File: config.mk
export PLATFORM = sky130hd
export DESIGN_NAME = dio24_reset_seq
export DESIGN_NICKNAME = d
export VERILOG_FILES = /design/src/rtl/dio24_reset_pkg.sv /design/src/rtl/dio24_reset_filter.sv /design/src/rtl/dio24_reset_seq.sv
export SDC_FILE = /design/constraint.sdc
export NUM_CORES = 1
export LEC_CHECK = 0
export CORE_ASPECT_RATIO = 0.5
export CORE_MARGIN = 2
export CORE_UTILIZATION = 58
export DETAILED_ROUTE_END_ITERATION = 16
export GPL_TIMING_DRIVEN = 0
export PLACE_DENSITY = 0.83
export SLEW_MARGIN = 20
export SYNTH_ARGS = -nofsm -noshare
export SYNTH_HDL_FRONTEND = slang
export SYNTH_SLANG_ARGS = --single-unit
File: constraint.sdc
create_clock -name clock -period 2.8 [get_ports clock]
set_input_delay 0.42 -clock clock [delete_from_list [all_inputs] [get_ports clock]]
set_output_delay 0.42 -clock clock [all_outputs]
set_load 0.005 [all_outputs]
File: src/rtl/dio24_reset_pkg.sv
// Shared state encodings and width helper for the dio24 reset sequencer.
package dio24_reset_pkg;

  typedef enum logic [1:0] {
    ST_IDLE    = 2'd0,
    ST_ASSERT  = 2'd1,
    ST_HOLD    = 2'd2,
    ST_RELEASE = 2'd3
  } state_t;

  // Bits needed to represent values 0..value-1 (minimum 1).
  function automatic int unsigned clogb2(input int unsigned value);
    int unsigned width;
    width = 1;
    while ((64'(1) << width) < 64'(value)) width = width + 1;
    return width;
  endfunction

endpackage

File: src/rtl/dio24_reset_filter.sv
// Per-source debounce: the output follows the input only after it has
// differed for FILTER consecutive edges; rise pulses for one cycle on 0->1.
module dio24_reset_filter
  import dio24_reset_pkg::*;
#(
  parameter int unsigned FILTER = 2
) (
  input  logic clock,
  input  logic reset,
  input  logic in,
  output logic out,
  output logic rise
);

  localparam int unsigned           CNT_W    = clogb2(FILTER + 1);
  localparam logic [CNT_W-1:0]      CNT_LAST = CNT_W'(FILTER - 1);

  logic [CNT_W-1:0] cnt;
  logic             differ;
  logic             flip;

  assign differ = (in != out);
  assign flip   = differ && (cnt == CNT_LAST);

  // Count consecutive disagreeing edges; any agreement restarts the count.
  always_ff @(posedge clock) begin
    if (reset) begin
      out  <= 1'b0;
      rise <= 1'b0;
      cnt  <= '0;
    end else begin
      rise <= flip && in;
      if (flip) begin
        out <= in;
        cnt <= '0;
      end else if (differ) begin
        cnt <= cnt + CNT_W'(1);
      end else begin
        cnt <= '0;
      end
    end
  end

endmodule

File: src/rtl/dio24_reset_seq.sv
// Staged reset sequencer: debounced request sources drive outer-to-inner
// assertion, a minimum hold, and inner-to-outer release of NUM_OUT resets.
module dio24_reset_seq
  import dio24_reset_pkg::*;
#(
  parameter int unsigned NUM_SRC    = 3,
  parameter int unsigned NUM_OUT    = 3,
  parameter int unsigned FILTER     = 2,
  parameter int unsigned STEP_DELAY = 4,
  parameter int unsigned MIN_CYCLES = 8,
  parameter int unsigned CNT_WIDTH  = 8
) (
  input  logic                 clock,
  input  logic                 reset,
  input  logic [NUM_SRC-1:0]   src_req,
  input  logic                 cause_clear,
  output logic [NUM_OUT-1:0]   out_reset,
  output logic                 ready,
  output logic                 busy,
  output logic [NUM_SRC:0]     cause,
  output logic [CNT_WIDTH-1:0] reset_events
);

  localparam int unsigned        STEP_W    = clogb2(STEP_DELAY + 1);
  localparam int unsigned        MIN_W     = clogb2(MIN_CYCLES + 1);
  localparam logic [STEP_W-1:0]  STEP_LAST = STEP_W'(STEP_DELAY - 1);
  localparam logic [MIN_W-1:0]   MIN_SAT   = MIN_W'(MIN_CYCLES);

  state_t               state;
  state_t               state_d;
  logic [NUM_SRC-1:0]   filt;
  logic [NUM_SRC-1:0]   rise;
  logic                 any_req;
  logic                 any_rise;
  logic                 step_done;
  logic                 min_met;
  logic                 all_on;
  logic [NUM_OUT-1:0]   grow;
  logic [NUM_OUT-1:0]   shrink;
  logic [NUM_OUT-1:0]   out_reset_d;
  logic [STEP_W-1:0]    step_cnt;
  logic [STEP_W-1:0]    step_cnt_d;
  logic [MIN_W-1:0]     min_cnt;
  logic [MIN_W-1:0]     min_cnt_d;
  logic [NUM_SRC:0]     cause_d;
  logic [CNT_WIDTH-1:0] events_d;
  logic                 ready_d;

  // One debounce filter per request source.
  for (genvar k = 0; k < NUM_SRC; k++) begin : g_filt
    dio24_reset_filter #(
      .FILTER (FILTER)
    ) u_filt (
      .clock (clock),
      .reset (reset),
      .in    (src_req[k]),
      .out   (filt[k]),
      .rise  (rise[k])
    );
  end

  // Asserted channels always form a contiguous run from channel 0, so one
  // step outward/inward is a shift of that run.
  assign any_req   = |filt;
  assign any_rise  = |rise;
  assign step_done = (step_cnt == STEP_LAST);
  assign min_met   = (min_cnt >= MIN_SAT);
  assign all_on    = &out_reset;
  assign grow      = NUM_OUT'({out_reset, 1'b1});
  assign shrink    = out_reset >> 1;

  // State register.
  always_ff @(posedge clock) begin
    if (reset) state <= ST_HOLD;
    else       state <= state_d;
  end

  // Next-state decision.
  always_comb begin
    state_d = state;
    case (state)
      ST_IDLE:    if (any_req) state_d = ST_ASSERT;
      ST_ASSERT:  if (step_done && all_on) state_d = ST_HOLD;
      ST_HOLD: begin
        if (min_met && !any_req) state_d = (shrink == '0) ? ST_IDLE : ST_RELEASE;
      end
      ST_RELEASE: begin
        if (any_req)                        state_d = ST_ASSERT;
        else if (step_done && shrink == '0) state_d = ST_IDLE;
      end
      default:    state_d = ST_HOLD;
    endcase
  end

  // Next values of the staged outputs, step/min counters and diagnostics.
  always_comb begin
    out_reset_d = out_reset;
    step_cnt_d  = step_cnt;
    min_cnt_d   = min_cnt;
    events_d    = reset_events;
    case (state)
      ST_IDLE: begin
        out_reset_d = '0;
        step_cnt_d  = '0;
        if (any_req) begin
          out_reset_d = grow;
          if (reset_events != {CNT_WIDTH{1'b1}}) events_d = reset_events + CNT_WIDTH'(1);
        end
      end
      ST_ASSERT: begin
        if (step_done) begin
          step_cnt_d = '0;
          if (all_on) min_cnt_d = '0;
          else        out_reset_d = grow;
        end else begin
          step_cnt_d = step_cnt + STEP_W'(1);
        end
      end
      ST_HOLD: begin
        step_cnt_d = '0;
        if (any_rise)                min_cnt_d   = '0;
        else if (min_met && !any_req) out_reset_d = shrink;
        else if (!min_met)           min_cnt_d   = min_cnt + MIN_W'(1);
      end
      ST_RELEASE: begin
        if (any_req) begin
          out_reset_d = grow;
          step_cnt_d  = '0;
        end else if (step_done) begin
          out_reset_d = shrink;
          step_cnt_d  = '0;
        end else begin
          step_cnt_d = step_cnt + STEP_W'(1);
        end
      end
      default: out_reset_d = '1;
    endcase
    cause_d = (cause & {(NUM_SRC + 1){~cause_clear}}) | {1'b0, rise};
    ready_d = (state_d == ST_IDLE);
  end

  // Output and counter registers; reset forces the safe all-asserted HOLD.
  always_ff @(posedge clock) begin
    if (reset) begin
      out_reset    <= '1;
      step_cnt     <= '0;
      min_cnt      <= '0;
      ready        <= 1'b0;
      busy         <= 1'b1;
      cause        <= {1'b1, {NUM_SRC{1'b0}}};
      reset_events <= '0;
    end else begin
      out_reset    <= out_reset_d;
      step_cnt     <= step_cnt_d;
      min_cnt      <= min_cnt_d;
      ready        <= ready_d;
      busy         <= ~ready_d;
      cause        <= cause_d;
      reset_events <= events_d;
    end
  end

endmodule
======== Word level (Yosys, flattened, before mapping) ========
Index checks and enable logic that the tools add are counted.
word-level totals
  bits in latches ......................... 0
  bits in read-only memories .............. 0
  memory bits (writable) .................. 0
  output and inout bits ................... 17
  bits in registers ....................... 38
  logic and storage cells ................. 98
  input port bits ......................... 6
  memories kept ........................... 0
operators by class
  multiply operators ...................... 0
  multiplexer cells ....................... 24
  reduce and logical (&&, ||, !) cells .... 24
  eq/ne operators ......................... 19
  bitwise logic cells ..................... 7
  $lt $le $gt $ge ......................... 1
  div/mod/pow operators ................... 0
  $add $sub $neg .......................... 6
  shifts and indexed selects .............. 0
operators by type and width
  kind                                                              number
  3-bit two-way mux                                                 9
  4-bit two-way mux                                                 5
  3-bit OR reduction                                                5
  2-bit two-way mux                                                 6
  3-bit one-hot mux with 4 select lines                             1
  2-bit != test (second input constant)                             5
  5-bit AND reduction                                               2
  1-bit logical AND                                                 9
  3-bit != test (second input constant)                             3
  3-bit one-hot mux with 3 select lines                             1
  8-bit by 1-bit adder with 8-bit output (second input constant)    1
  2-bit by 1-bit == test with 1-bit output (second input constant)  4
  8-bit != test (second input constant)                             1
  2-bit one-hot mux with 4 select lines                             1
  4-bit one-hot mux with 2 select lines                             1
  2-bit by 1-bit adder with 2-bit output (second input constant)    3
  3-bit AND reduction                                               2
  1-bit NOT                                                         5
  4-bit by 1-bit adder with 4-bit output (second input constant)    1
  4-bit AND                                                         1
  2-bit == test (second input constant)                             2
  4-bit >= comparator (second input constant)                       1
  2-bit logical NOT                                                 2
  4-bit by 3-bit bitwise OR with 4-bit output                       1
  other kinds (7)                                                   9

======== Longest topological paths before layout ========
  depth after elaboration ................. 7
  gate-level depth with buffers ........... 6
  mapped depth without buffers ............ 5

======== Cells and area by module ========
Synthesis repeated with hierarchy kept, for this count alone.
unflattened totals
  cells, all modules ...................... 181
  area, all modules ....................... 1,712.9 sq um
modules (own cells, without submodules)
  module              seq. area each (sq um)  area an instance (sq um)  cells each  instances
  dio24_reset_seq     520.5                   1,281.2                   145         1
  dio24_reset_filter  80.1                    143.9                     12          3

======== Worst setup path before layout ========
Ideal clock, no wire load.
  path kind ............................... reg-to-reg
  start ................................... register step_cnt[0]
  end ..................................... register ready
  slack ................................... 1.298 ns
  arrival time ............................ 1.445 ns
  required time ........................... 2.743 ns
  path buffers ............................ 0
  stages on the path, launching flop included .. 6
  library setup time ...................... 0.057 ns
  clock period less this slack ............ 1.502 ns
  path through ............................ dfxtp_1 > ha_1 > nor4b_1 > o22ai_2 > a211o_2 > o21ba_2
on the way
  word-level cells in the longest chain between the ends .. 6
  elaborated cells on any way between the ends .. 8
  classes of those cells .................. eq/ne (1); mux (4); reduce/logical (3)
ends and longest elaborated chain
  element                                       line                    RTL
  from (decl)                                   dio24_reset_seq.sv:41   logic [STEP_W-1:0] step_cnt;
  from (signal assigned)                        dio24_reset_seq.sv:154  step_cnt <= step_cnt_d;
  3-bit by 2-bit == test with 1-bit output (*)  dio24_reset_seq.sv:66   assign step_done = (step_cnt == STEP_LAST);
  1-bit logical AND                             dio24_reset_seq.sv:89   else if (step_done && shrink == '0) state_d = ST_IDLE;
  2-bit two-way mux                             dio24_reset_seq.sv:89
  2-bit two-way mux                             dio24_reset_seq.sv:88   if (any_req) state_d = ST_ASSERT;
  2-bit one-hot mux with 4 select lines (*)     dio24_reset_seq.sv:81   case (state)
  2-bit logical NOT (*)                         dio24_reset_seq.sv:139  ready_d = (state_d == ST_IDLE);
  to (signal assigned)                          dio24_reset_seq.sv:156  ready <= ready_d;
  to (decl)                                     dio24_reset_seq.sv:18   output logic ready,
Every way passes the cells marked *; elsewhere a longest branch is shown, timed or not.
A chain may end at the register's enable or synchronous reset.

======== Worst setup path in the final report ========
  start ................................... register min_cnt[3]
  end ..................................... register min_cnt[1]
on the way
  word-level cells in the longest chain between the ends .. 4
  elaborated cells on any way between the ends .. 5
  classes of those cells .................. order compare (1); eq/ne (2); reduce/logical (2)
ends and longest elaborated chain
  element                                   line                    RTL
  from (decl)                               dio24_reset_seq.sv:43   logic [MIN_W-1:0] min_cnt;
  from (signal assigned)                    dio24_reset_seq.sv:155  min_cnt <= min_cnt_d;
  4-bit >= comparator (*)                   dio24_reset_seq.sv:67   assign min_met = (min_cnt >= MIN_SAT);
  1-bit logical AND                         dio24_reset_seq.sv:122  else if (min_met && !any_req) out_reset_d = shrink;
  3-bit != test (no source line)            -
  5-bit AND reduction (no source line) (*)  -
Marked as above.

==> summary.txt <==
Cells and area
  • Commonest non-fill, non-tap cells in the layout: dfxtp_1, nor2_1, clkdlybuf4s50_1
  • ANT cells: 0
  • Area grow syn2layout: 21.63%
  • Final net count: 229
  • Most common cell after layout, fill and taps aside: dfxtp_1
  • Layout cells sized above 1: 0.09217

Routing
  • Final antenna-violating net count: 0
  • Post-Route WL: 3569 µm
  • 1st-iter DRT viols: 83
  • Drt pass-1 iters: 4
  • DR vias/cell: 5.799
  • Routed length per instance: 14.05 µm
  • Drc violations: 0
  • Via count: 1473

Global routing
  • GRT Overall Usage: 0.2344
  • Largest net degree at the start of global routing: 12
  • GRT overflow: 0
  • Vias in the first global route: 1376
  • First-pass GRT wire length: 6058 µm
  • Initial antenna violation count: 0

Clock tree
  • CTS tree: yes
  • Hold_buf cts: 0
  • Post-CTS Resized: 0
  • H-Tree Level Count: 2
  • CTS Buffer Depth: 2
  • CTS root buf: clkbuf_8
  • CTS Buf Count: 5
  • CTS clock-pin slew for the worst setup and hold paths: 70 ps
  • Setup bufs post-CTS: 0
  • CTS sink cnt: 38
  • Worst-Skew Late Latency: 280 ps

Setup path
  • WP buf/inv: 0
  • Worst R2R Start: min_cnt[3]
  • Crit-path slowest cell: nor4b_1
  • R2r setup slk: 1070 ps
  • Worst path cell trace: nor4b_1 > o22ai_1 > or2_2 > a21oi_1
  • Delay-heaviest family, CP: simple AND/OR/NAND/NOR gates
  • Maximum fanout along the worst path: 7
  • Reg2reg path depth: 4
  • Worst path arrival time: 1950 ps
  • CP Launch Type: flop
  • WS Path Type: flop to flop
  • FF-to-FF End: min_cnt[1]
  • Worst setup EP type: flop
  • Max incr delay on CP: 500 ps
  • Worst path required time: 3010 ps

Worst hold path
  • Worst hold path depth: 1
  • Worst hold path endpoint: g_filt[1].u_filt.cnt[0]
  • HP Start: g_filt[1].u_filt.cnt[0]
  • Worst hold path type: flop to flop

Synth
  • Synth Flop Type: dfxtp_1
  • Syn Area/Cell: 9.220 µm²
  • Post-synth net total: 200
  • FF+latch count, synth: 38
  • Async set-reset flop share out of synthesis: 0
  • Sequential area share after synthesis: 0.4412
  • Yosys warns: 0
  • Synth Instances: 187
  • Synth cell types: 52
  • Post-synth EDFFs: 0
  • Mapped cell area: 1724 µm²

Die
  • Io pins: 23
  • Initial Utilization: 0.6386
  • Die extent in x: 81.11 µm
  • Die Area: 3451 µm²
  • Core Box Area: 2700 µm²
  • Die Height: 42.56 µm
  • Cell Rows: 13

STA
  • TNS Setup: 0 ps
  • RSZ-0062 raised after global routing: false
  • Min cycle time layout: 1730 ps
  • Final setup fails: 0
  • Endpoints failing hold: 0
  • Fmax: 578.0 MHz
  • Worst setup margin: 1070 ps
  • Clock Skews: 7.029 ps
  • Period utilisation layout: 0.6179
  • Slew @ Worst Pin: 612.8 ps
  • Final Max Tran Viols: 0
  • Max-Slew Margin vs Limit: 0.5915

Place
  • Final Wtd Congestion: 0.8484
  • Place WS: 876.3 ps
  • Post-DP HPWL: 2631 µm
  • Port buffer count: 22

Pwr
  • Worst VDD drop: 0.0003687 V
  • Leak: 0.0008178 µW
  • Pwr/cell area: 541.5 nW/µm²

Status
  • Outcome: complete, no violations

Run
  • Maxcap violations: 0
flip-flops by register name, indices dropped and copies added, names as in the netlist:
| name | count |
|---|---|
| cause | 4 |
| step_cnt | 3 |
| ready | 1 |
| min_cnt | 4 |
| out_reset | 3 |
| busy | 1 |
| g_filt.u_filt.cnt | 6 |
| reset_events | 8 |
| state | 2 |
| g_filt.u_filt.out | 3 |
| g_filt.u_filt.rise | 3 |
final cells by class:
type                       count  area, µm²
timing repair buffer          22      220.2
sequential                    38      760.7
fill                         217      603.1
inverter                      11      41.29
clock inverter                 1      30.03
tap                           37      46.29
buffer                         9      45.04
multi-input combinational    129      877.1
clock buffer                   7      76.32
worst reg2reg max path, cell delays in order, from the launching register on:
cell and delay [ps]:
dfxtp_1 480, nor4b_1 500, o22ai_1 250, or2_2 320, a21oi_1 110
power breakdown:
| group | internal (µW) | total [µW] | switching, µW |
|---|---|---|---|
| Combinational | 53.1 | 114 | 60.4 |
| Clock | 266 | 445 | 179 |
| Sequential | 560 | 577 | 16.4 |
| Total | 880 | 1140 | 256 |
metal layers:
metal	vias to the layer above	wire [µm]	GRT usage	part of all wire
li1	730	-	-	-
met1	698	1699	0.2939	0.48
met2	40	1635	0.3884	0.46
met3	5	206	0.09052	0.058
met4	0	27	0.04068	0.0076
met5	-	0	0	0
worst max-delay path by stage:
stage / startpoint / endpoint / slack, ps / depth (start not counted)
floorplan: step_cnt[0] / ready / 1300 / 5
global placement: reset / reset_events[1] / 900 / 4
detailed placement: reset / reset_events[1] / 880 / 4
CTS: step_cnt[0] / ready / 1070 / 5
global route: step_cnt[0] / busy / 970 / 5
finish: min_cnt[3] / min_cnt[1] / 1070 / 4
logic make-up (layout without fill, tap and decap cells):
group | Yosys count | in the layout | synth area share
AND/OR/NAND/NOR | 76 | 76 | 0.2431
flip-flops | 38 | 38 | 0.4412
AO/OA/AOI/OAI | 31 | 31 | 0.1328
buffers and inverters | 20 | 50 | 0.05007
multiplexers | 8 | 8 | 0.04645
adder cells (fa/ha/maj) | 7 | 7 | 0.05080
XOR/XNOR | 7 | 7 | 0.03556
cells in the mapped netlist (all sizes together) (2+ instances only):
library cell,instances,area (µm²)
clkbuf,2,8.750
o21a,3,22.52
nand3,8,40.04
nor4bb,2,20.02
xnor2,3,26.28
o22ai,2,18.77
buf,7,36.28
dfxtp,38,760.7
xor2,4,35.03
nor3,5,30.03
o21ai,2,10.01
nand2b,3,18.77
a21o,2,16.27
nor3b,3,22.52
nor4b,2,17.52
nand2,3,11.26
and3,2,12.51
ha,7,87.58
or3,7,43.79
inv,11,41.29
nor2,28,105.1
a41oi,2,17.52
a21oi,7,35.03
nand4,5,31.28
mux2i,8,80.08
stage by stage:
| step | std cells | total power [µW] | hold WS, ps | cell area (µm²) | util |
|---|---|---|---|---|---|
| after floorplan | 187 | 663.9 | 397.4 | 1724 | - |
| after global placement | 246 | 694.8 | 406.2 | 1991 | 0.7373 |
| after detailed placement | 246 | 701.3 | 419.1 | 1991 | 0.7373 |
| after CTS | 254 | 1141 | 428.9 | 2097 | 0.7766 |
| after global routing | 254 | 1187 | 440.7 | 2097 | 0.7766 |
| final | 254 | 1136 | 425.6 | 2097 | 0.7766 |
No activity file was read; power rests on OpenSTA's default activity.
